[config.mk]
export PLATFORM = sky130hd
export DESIGN_NAME = encode8to3_stream_flat
export DESIGN_NICKNAME = d
export VERILOG_FILES = /design/src/rtl/encode8to3_stream_if.sv /design/src/rtl/encode8to3_stream.sv /design/src/flat_wrapper.sv
export SDC_FILE = /design/constraint.sdc
export NUM_CORES = 1
export LEC_CHECK = 0
export ABC_AREA = 1
export CAP_MARGIN = 0
export CELL_PAD_IN_SITES_DETAIL_PLACEMENT = 0
export CELL_PAD_IN_SITES_GLOBAL_PLACEMENT = 1
export CORE_MARGIN = 2
export CORE_UTILIZATION = 30
export CTS_CLUSTER_SIZE = 25
export DETAILED_ROUTE_END_ITERATION = 6
export MAX_ROUTING_LAYER = met4
export PLACE_DENSITY = 0.68
export SKIP_CTS_REPAIR_TIMING = 1
export SYNTH_ARGS = -nofsm -noshare
export SYNTH_HDL_FRONTEND = slang
export SYNTH_SLANG_ARGS = --single-unit
[constraint.sdc]
create_clock -name clk -period 1.9 [get_ports clk]
set_clock_uncertainty 0.2 [all_clocks]
set_input_delay 0.19 -clock clk [delete_from_list [all_inputs] [get_ports clk]]
set_output_delay 0.19 -clock clk [all_outputs]
set_load 0.005 [all_outputs]
[src/rtl/encode8to3_stream_if.sv]
// Handshake bundle for encode8to3_stream.
// slave = encoder side, master = source/sink side.
interface encode8to3_stream_if;
    logic [7:0] in_data;
    logic       in_valid;
    logic       in_ready;
    logic [2:0] out_idx;
    logic       out_valid;
    logic       out_ready;
    logic       out_last;
    logic       zero;

    modport slave (
        input  in_data,
        input  in_valid,
        input  out_ready,
        output in_ready,
        output out_idx,
        output out_valid,
        output out_last,
        output zero
    );

    modport master (
        output in_data,
        output in_valid,
        output out_ready,
        input  in_ready,
        input  out_idx,
        input  out_valid,
        input  out_last,
        input  zero
    );
endinterface

[src/rtl/encode8to3_stream.sv]
// Sequential 8-to-3 encoder: streams the index of each set bit
// of an accepted vector, one beat per handshake, last beat flagged.
module encode8to3_stream #(
    parameter bit PRIO_LOW = 1'b1
) (
    input logic               clk,
    input logic               rst_n,
    encode8to3_stream_if.slave bus
);

    typedef enum logic {
        IDLE,
        SCAN
    } state_t;

    state_t     state;
    logic [7:0] mask;
    logic       zero_q;
    logic [2:0] idx;
    logic       onehot;
    logic       accept;
    logic       beat;

    // Priority-encode the pending mask in the configured scan order.
    always_comb begin
        idx = 3'd0;
        if (PRIO_LOW) begin
            for (int i = 7; i >= 0; i--) begin
                if (mask[i]) idx = 3'(i);
            end
        end else begin
            for (int i = 0; i < 8; i++) begin
                if (mask[i]) idx = 3'(i);
            end
        end
    end

    // Exactly one pending bit means the current beat is the last.
    always_comb begin
        onehot = (mask != 8'd0) && ((mask & (mask - 8'd1)) == 8'd0);
    end

    assign accept = bus.in_valid && (state == IDLE);
    assign beat   = (state == SCAN) && bus.out_ready;

    assign bus.in_ready  = (state == IDLE);
    assign bus.out_valid = (state == SCAN);
    assign bus.out_idx   = (state == SCAN) ? idx : 3'd0;
    assign bus.out_last  = (state == SCAN) && onehot;
    assign bus.zero      = zero_q;

    // FSM: load vector on accept, retire one bit per output handshake.
    always_ff @(posedge clk or negedge rst_n) begin
        if (!rst_n) begin
            state  <= IDLE;
            mask   <= 8'd0;
            zero_q <= 1'b0;
        end else begin
            zero_q <= 1'b0;
            unique case (state)
                IDLE: begin
                    if (accept) begin
                        if (bus.in_data != 8'd0) begin
                            mask  <= bus.in_data;
                            state <= SCAN;
                        end else begin
                            zero_q <= 1'b1;
                        end
                    end
                end
                SCAN: begin
                    if (beat) begin
                        mask <= mask & ~(8'b1 << idx);
                        if (onehot) state <= IDLE;
                    end
                end
                default: state <= IDLE;
            endcase
        end
    end

endmodule

[src/flat_wrapper.sv]
// flat-port wrapper written by rule: the top's interface ports become plain ports
module encode8to3_stream_flat 
#(
    parameter bit PRIO_LOW = 1'b1
)
  (clk, rst_n, bus_in_data, bus_in_valid, bus_out_ready, bus_in_ready, bus_out_idx, bus_out_valid, bus_out_last, bus_zero);
  encode8to3_stream_if bus_i ();
  input logic clk;
  input logic rst_n;
  input wire logic [$bits(bus_i.in_data)-1:0] bus_in_data;
  input wire logic [$bits(bus_i.in_valid)-1:0] bus_in_valid;
  input wire logic [$bits(bus_i.out_ready)-1:0] bus_out_ready;
  output wire logic [$bits(bus_i.in_ready)-1:0] bus_in_ready;
  output wire logic [$bits(bus_i.out_idx)-1:0] bus_out_idx;
  output wire logic [$bits(bus_i.out_valid)-1:0] bus_out_valid;
  output wire logic [$bits(bus_i.out_last)-1:0] bus_out_last;
  output wire logic [$bits(bus_i.zero)-1:0] bus_zero;
  assign bus_i.in_data = bus_in_data;
  assign bus_i.in_valid = bus_in_valid;
  assign bus_i.out_ready = bus_out_ready;
  assign bus_in_ready = bus_i.in_ready;
  assign bus_out_idx = bus_i.out_idx;
  assign bus_out_valid = bus_i.out_valid;
  assign bus_out_last = bus_i.out_last;
  assign bus_zero = bus_i.zero;
  encode8to3_stream #(.PRIO_LOW(PRIO_LOW)) u_core (.clk(clk), .rst_n(rst_n), .bus(bus_i));
endmodule
Yosys cells after proc, flatten, opt, wreduce, memory -nomap -nowiden
Cells that the tools add are included.
Cells by class
  add/subtract/negate cells: 1
  muxes and demuxes: 21
  eq/ne operators: 3
  bitwise gates (word level): 4
  reductions and logical operators: 8
  shift operators: 1
Operators with widths (number)
  two-way mux 3 bit: 9
  two-way mux 8 bit: 3
  AND 8 bit: 2
  one-hot mux 8 bit (2 select lines): 1
  nonzero test 8 bit: 2
  logical NOT 8 bit: 1
  inverter 8 bit: 1
  << shifter 1 x 3 -> 8 bit, first input constant: 1
  subtractor 8 x 1 -> 8 bit, second input constant: 1
  two-way mux 1 bit: 7
  logical AND 1 bit: 4
  inequality test 2 x 1 -> 1 bit, second input constant: 2
  AND reduction 3 bit: 1
  inequality test 2 bit, second input constant: 1
  one-hot mux 1 bit (2 select lines): 1
  inverter 1 bit: 1
Storage, ports and cells
  register bits: 10
  word-level logic and storage cells: 41
  output and inout bits: 7

Logic depth before layout (Yosys ltp)
Gate-level depths: netlist of run 1.
  depth after elaboration: 13
  gate-level depth with buffers: 9
  mapped depth without buffers: 9

Worst setup path after synthesis of run 1
OpenSTA, ideal clock, no wires.
  path kind: register to output
  start: reg u_core.mask[1]
  end: out bus_out_last
  slack: 0.490 ns
  arrival: 1.020 ns
  stages on the path, launching flop included: 6
  path through: dfrtp_1 nor2_4 nand3_1 a21oi_1 nand3_1 nor2_1
Between the ends
  word-level cells in the longest chain between the ends: 5
  elaborated cells between the ends (all ways): 6
  those cells by class: add/sub: 1; bitwise: 1; reduce/logical: 4
RTL lines
  start, declared: RTL line encode8to3_stream.sv:17  | logic [7:0] mask;
  start signal, assigned: RTL line encode8to3_stream.sv:64  | mask <= bus.in_data;
  start signal, assigned: RTL line encode8to3_stream.sv:73  | mask <= mask & ~(8'b1 << idx);
  subtractor 8 x 1 -> 8 bit: RTL line encode8to3_stream.sv:40  | onehot = (mask != 8'd0) && ((mask & (mask - 8'd1)) == 8'd0);
  AND 8 bit: RTL line encode8to3_stream.sv:40
  logical NOT 8 bit: RTL line encode8to3_stream.sv:40
  logical AND 1 bit (*): RTL line encode8to3_stream.sv:40
  logical AND 1 bit (*): RTL line encode8to3_stream.sv:49  | assign bus.out_last = (state == SCAN) && onehot;
  end, declared: RTL line flat_wrapper.sv:16  | output wire logic [$bits(bus_i.out_last)-1:0] bus_out_last;
Mark *: on every way between the ends. The rest lies on a longest branch, timed or not.

Final worst setup path of run 1
  start: reg u_core.mask[0]
  end: out bus_out_last
The elaborated chain is that of the path after synthesis.

==> out/qor.csv, run 1 <==
stage,metric,value,unit
drt,antenna_left,0,
placed_design,dp_cells,162,
drt,drtIter0Drc,21,
timing,setup_viol,1,
critical_path,crit_arrival,1.53,ns
critical_path,critical_path_buf_inv_count,1,
critical_path,r2r-end,u_core.mask[7]$_DFFE_PN0P_,
drt,wl,2000,microns
timing,rsz0062_at_grt,true,
logic_synthesis,synth_nets,117,
cells_and_area,fillCellCount,213,
floorplan,die_w,53.6,microns
critical_path,r2r-start,u_core.mask[5]$_DFFE_PN0P_,
drt,num_vias,782,
clock_network,htreeDepth,1,
run_status,violations,negative setup slack,
floorplan,core,2280,sq um
critical_path,cpPeakStageDelay,0.44,ns
floorplan,dieArea,2870,sq um
floorplan,rows,17,
drt,routed_wire_length_per_instance,12.0,microns
logic_synthesis,synth-seq-area-share,34.0,%
drt,dr.pass1.iters,4,
pwr,p_clk_share,11.4,%
logic_synthesis,synth_cell_types,20,
pwr,seqPwrFrac,21.6,%
run_status,status,"finished, violations left",
clock_network,cts_buffer_depth,2,
critical_path,cp_data_required_time,1.51,ns
placed_design,dpl.hpwl,1550,microns
timing,layout_min_cycle_time,1.92,ns
hold_path,min_path_type,input pin to asynchronous set/reset pin,
pwr,switching_share,44.7,%
job,maxCapViolCount,0,
pwr,ir_worst_vdd,0.000734,V
placed_design,io_buffers,18,
critical_path,critPathLaunch,u_core.mask[0]$_DFFE_PN0P_,
logic_synthesis,syn_area,737,sq um
cells_and_area,fin_cells,167,
grt,overflow,0,
floorplan,die_h,53.6,microns
clock_network,cts_tree,yes,
critical_path,crit_path_max_fanout,6,
clock_network,clock_sinks,10,
logic_synthesis,postSynthAreaPerCell,7.02,sq um
critical_path,reg2reg_slack,0.34,ns
critical_path,crit_type,register to output port,
pwr,p_int,1.00,mW
critical_path,cp-start-kind,register,
clock_network,clockRootBuffer,clkbuf_4,
grt,grt_pass1_vias,760,
cells_and_area,antenna_cells,0,
cells_and_area,final_util,48.3,%
timing,fin_ws,-0.0237,ns
floorplan,start_util,32.4,%
critical_path,path_cells,nor2_4 -> nand3_1 -> a21oi_1 -> nand3_1 -> nor2_1 -> dlymetal6s2s_1,
drt,drc_errors,0,
cells_and_area,seqCellArea,253,sq um
logic_synthesis,yosys_most_used_dff,dfrtp_1,
timing,fmax,520,MHz
timing,hold_viol_final,0,
grt,antenna_found_initial,0,
grt,grt_first_pass_wirelength,3170,microns
critical_path,worst_path_max_delay_cell,dfrtp_2,
timing,slew_violations,0,
pwr,combinationalPowerShare,67.0,%
timing,period_share,101,%
cells_and_area,drive_gt1_share,32.4,%
pwr,leakagePower,0.564,nW
grt,grt_max_degree,15,
floorplan,ios,19,
clock_network,cts_made_buffers,3,
cells_and_area,synthToLayoutAreaGrowth,49.1,%
critical_path,crit_top_cell,nand3_1,
critical_path,reg2reg_depth,8,
critical_path,critPathCaptureType,output port,
logic_synthesis,synth_edf_count,0,
logic_synthesis,syn_inst,105,
pwr,switching_power,0.809,mW
placed_design,gp_congestion,0.841,
timing,slew-limit-headroom,64.6,%
cells_and_area,multi_input_area,434,sq um
drt,via_per_inst,4.68,
cells_and_area,finish.net_count,152,
grt,grt_usage,16.1,%
logic_synthesis,synth_seq_cells,10,
critical_path,crit_family,simple AND/OR/NAND/NOR gates,
clock_network,clock_latency,0.28,ns
pwr,power.density,1650,nW/um^2
clock_network,cts.clk_slew.worst_paths,0.08,ns
logic_synthesis,yosys_warnings,0,
logic_synthesis,synthArstFlopShare,100,%
timing,tightest_slew,0.530,ns
## routing by layer
metal | track usage (%) | wire, microns
met4 | 7.69 | 35
met5 | - | 0
met3 | 2.50 | 81
met1 | 21.1 | 978
met2 | 24.3 | 904
## worst max path at each step
stage	end	slack [ns]	depth (start not counted)
after global placement	bus_out_last	-0.11	6
after floorplan	bus_out_last	0.49	5
after CTS	bus_out_last	-0.42	6
final	bus_out_last	-0.02	6
after global routing	bus_out_last	-0.17	6
after detailed placement	bus_out_last	-0.1	6
## kinds of logic (layout without fill, tap and decap cells)
logic type             Yosys count  after routing  synth area share, %
buffers and inverters           15             49                 9.68
AO/OA/AOI/OAI                   18             18                 16.8
AND/OR/NAND/NOR                 62             62                 39.6
flip-flops                      10             10                 34.0
## Yosys cell counts (3+ instances only)
| master | n | area, sq um |
|---|---|---|
| o21ai_2 | 5 | 43.8 |
| nand3_1 | 10 | 50.1 |
| o21ai_0 | 6 | 30.0 |
| inv_1 | 10 | 37.5 |
| a21oi_1 | 3 | 15.0 |
| dfrtp_1 | 10 | 250 |
| nor2_1 | 12 | 45.0 |
| nand2_1 | 32 | 120 |
## placed cells by master (no fill, tap or decap), types with 2 or more instances in the layout
cell	count
o21ai_0	4
o211ai_1	2
inv_2	5
a21oi_1	2
dfrtp_2	2
nand2_1	30
buf_4	15
o21ai_2	5
nor2_1	12
clkdlybuf4s50_1	14
o21ai_1	2
inv_1	7
nand2_2	4
dfrtp_1	8
dlymetal6s2s_1	3
nor2_4	2
nand3_1	9
clkbuf_4	3
## power groups by stage
stage          Clock [mW]  Sequential [mW]  Combinational [mW]
2_1_floorplan           0            0.376               0.685
3_5_place_dp            0            0.386                1.18
5_1_grt             0.224            0.405                1.37
6_report            0.207            0.391                1.21
3_3_place_gp            0            0.386                1.19
4_1_cts             0.215            0.382                1.19
## through the flow
step / power [mW] / hold slack, ns / area, sq um / TNS, ns / setup slack [ns]
finish: 1.81 / 0.0549 / 1100 / -0.0237 / -0.0237
global route: 2.00 / 0.0756 / 1100 / -0.237 / -0.165
CTS: 1.78 / 0.0586 / 1070 / -1.14 / -0.418
detailed placement: 1.56 / 0.368 / 1030 / -0.111 / -0.0966
global placement: 1.58 / 0.366 / 1030 / -0.137 / -0.111
floorplan: 1.06 / -0.306 / 737 / 0 / 0.490
## sequential cells by signal, indices dropped and copies added, names as in the netlist
name / flops
u_core.bus.out_valid: 1
u_core.mask: 8
u_core.bus.zero: 1
## final cells by class
cell class                      count  share of cell area [%]
Tap cell                           28                    3.19
Clock buffer                        4                    3.30
Timing Repair Buffer               33                    26.9
Multi-Input combinational cell     80                    39.5
Inverter                           12                    4.10
Sequential cell                    10                    23.0
Power figures use the tool's default switching activity.
==> inputs of run 2 (changes only) <==
--- a/config.mk
+++ b/config.mk
@@ -8,13 +8,13 @@
 export ABC_AREA = 1
 export CAP_MARGIN = 0
 export CELL_PAD_IN_SITES_DETAIL_PLACEMENT = 0
-export CELL_PAD_IN_SITES_GLOBAL_PLACEMENT = 1
+export CELL_PAD_IN_SITES_GLOBAL_PLACEMENT = 2
 export CORE_MARGIN = 2
-export CORE_UTILIZATION = 30
+export CORE_UTILIZATION = 25
 export CTS_CLUSTER_SIZE = 25
 export DETAILED_ROUTE_END_ITERATION = 6
 export MAX_ROUTING_LAYER = met4
-export PLACE_DENSITY = 0.68
+export PLACE_DENSITY = 0.73
 export SKIP_CTS_REPAIR_TIMING = 1
 export SYNTH_ARGS = -nofsm -noshare
 export SYNTH_HDL_FRONTEND = slang
==> run 2 against run 1 <==
Against the previous run: the run now ends clean; die area increased by 18%; sequential share of layout area decreased by 0.64 points; via count increased by 3.3%; register-to-register slack got worse by 0.07 ns; sequential power decreased by 1%; setup slack improved by 0.028 ns; global-route usage decreased by 2.9 points; utilization decreased by 7.6 points; final area increased by 2.8%; first-iteration DRC count increased by 29%; largest power group unchanged; highest routed layer unchanged.
==> out/qor.csv, run 2 (synthesis gave the netlist of run 1 again) <==
stage,metric,value,unit
drt,wl,2080,microns
job,maxCapViolCount,0,
run_status,status,completed,
timing,setup_viol,0,
drt,antenna_left,0,
critical_path,path_cells,nor2_4 -> nand3_2 -> a21oi_2 -> nand3_1 -> nor2_1 -> dlymetal6s2s_1,
cells_and_area,antenna_cells,0,
critical_path,crit_path_max_fanout,6,
cells_and_area,largest_reg_flops,8,
drt,routed_wire_length_per_instance,11.9,microns
critical_path,reg2reg_slack,0.27,ns
cells_and_area,drive_gt1_share,33.6,%
grt,antenna_found_initial,0,
cells_and_area,final_cell_mix,"nand2_1, buf_4, clkdlybuf4s50_1",
floorplan,core,2780,sq um
timing,rsz0062_at_grt,true,
floorplan,dieArea,3400,sq um
clock_network,htreeDepth,1,
floorplan,die_h,58.3,microns
clock_network,cts_made_buffers,3,
critical_path,crit_arrival,1.51,ns
timing,period_share,99.8,%
critical_path,critPathCaptureType,output port,
drt,dr_wl_met3,115,microns
clock_network,cts_buffer_depth,2,
critical_path,reg2reg_depth,8,
timing,fmax,527,MHz
critical_path,r2r-end,u_core.bus.out_valid$_DFF_PN0_,
clock_network,clock_sinks,10,
critical_path,cpPeakStageDelay,0.43,ns
drt,drc_errors,0,
drt,routed.top_layer,met4,
timing,fin_ws,0.00423,ns
critical_path,crit_type,register to output port,
pwr,leakagePower,0.582,nW
placed_design,io_buffers,18,
floorplan,start_util,26.5,%
timing,hold_viol_final,0,
placed_design,post_dp_cell_area,1050,sq um
drt,drtIter0Drc,27,
floorplan,rows,19,
grt,overflow,0,
drt,dr.pass1.iters,4,
drt,via_per_inst,4.64,
timing,slew_violations,0,
pwr,ir_worst_vdd,0.000869,V
grt,grt_pass1_vias,757,
placed_design,dpl.hpwl,1590,microns
clock_network,clockRootBuffer,clkbuf_4,
critical_path,worst_path_max_delay_cell,dfrtp_2,
floorplan,die_w,58.3,microns
critical_path,r2r-start,u_core.mask[0]$_DFFE_PN0P_,
critical_path,cp-start-kind,register,
floorplan,ios,19,
clock_network,cts.clk_slew.worst_paths,0.07,ns
timing,layout_min_cycle_time,1.90,ns
cells_and_area,synthToLayoutAreaGrowth,53.3,%
drt,num_vias,808,
grt,grt_max_degree,17,
timing,tightest_slew,0.508,ns
drt,routed-wl-met2,945,microns
grt,grt_first_pass_wirelength,3250,microns
timing,fin_setup_tns,0,ns
placed_design,pre_cts_ws,-0.126,ns
pwr,power.density,1680,nW/um^2
cells_and_area,final_common_cell,nand2_1,
cells_and_area,stdcell_area,1130,sq um
cells_and_area,final_util,40.6,%
hold_path,min_path_type,input pin to asynchronous set/reset pin,
critical_path,cp_data_required_time,1.51,ns
drt,wl_met1,1000,microns
cells_and_area,fillCellCount,307,
clock_network,cts_tree,yes,
placed_design,gp_congestion,0.769,
clock_network,clock_latency,0.27,ns
cells_and_area,largest_register,u_core.mask,
cells_and_area,finish.net_count,157,
grt,grt_usage,13.2,%
timing,slew-limit-headroom,66.0,%
==> run 2: changes by cell type in the layout (fill, tap and decap cells not counted) <==
cell,delta
inv_2,-2
a21oi_1,-1
inv_1,+2
clkbuf_8,-1
a21oi_2,+1
buf_4,+5
==> run 2: how the worst max path moves through the flow <==
stage | start | end | slack (ns) | cells past startpoint
final | u_core.mask[0]$_DFFE_PN0P_ | bus_out_last | 0.004 | 6
after global routing | u_core.mask[4]$_DFFE_PN0P_ | bus_out_last | -0.13 | 6
after detailed placement | u_core.mask[1]$_DFFE_PN0P_ | bus_out_last | -0.13 | 6
after global placement | u_core.mask[2]$_DFFE_PN0P_ | bus_out_last | -0.13 | 6
after CTS | u_core.mask[1]$_DFFE_PN0P_ | bus_out_last | -0.43 | 6
after floorplan | u_core.mask[1]$_DFFE_PN0P_ | bus_out_last | 0.49 | 5
==> run 2: cell type report <==
class / instances / area [sq um] / area share, %
tap: 31 / 38.8 / 3.43
sequential: 10 / 253 / 22.4
multi-input combinational: 80 / 438 / 38.8
inverter: 12 / 45.0 / 3.99
clock buffer: 3 / 22.5 / 1.99
timing repair buffer: 38 / 333 / 29.5
==> run 2: critical path: cells and delay by family (launching register included) <==
family | cells | cell delay (ns)
AO/OA/AOI/OAI | 1 | 0.20
buffers and inverters | 1 | 0.12
flip-flops | 1 | 0.43
AND/OR/NAND/NOR | 4 | 0.49
==> run 2: routing by layer <==
metal  track usage [%]  vias to the layer above
met1              17.1                      367
met2              20.7                       26
met4              4.98                        0
met5                 -                        -
met3              1.98                        2
li1                  -                      413
==> run 2: power by group <==
| group | total (mW) | internal (mW) | switching, mW |
|---|---|---|---|
| combinational | 1.35 | 0.690 | 0.662 |
| clock | 0.158 | 0.0734 | 0.0850 |
| sequential | 0.387 | 0.297 | 0.0908 |
| total | 1.90 | 1.06 | 0.838 |
==> run 2: through the flow <==
stage	power, mW	hold slack, ns	instances
6_report	1.90	0.0538	174
5_1_grt	2.06	0.0987	174
4_1_cts	1.82	0.0748	170
3_5_place_dp	1.66	0.368	167
3_3_place_gp	1.66	0.360	167
2_1_floorplan	1.06	-0.306	105
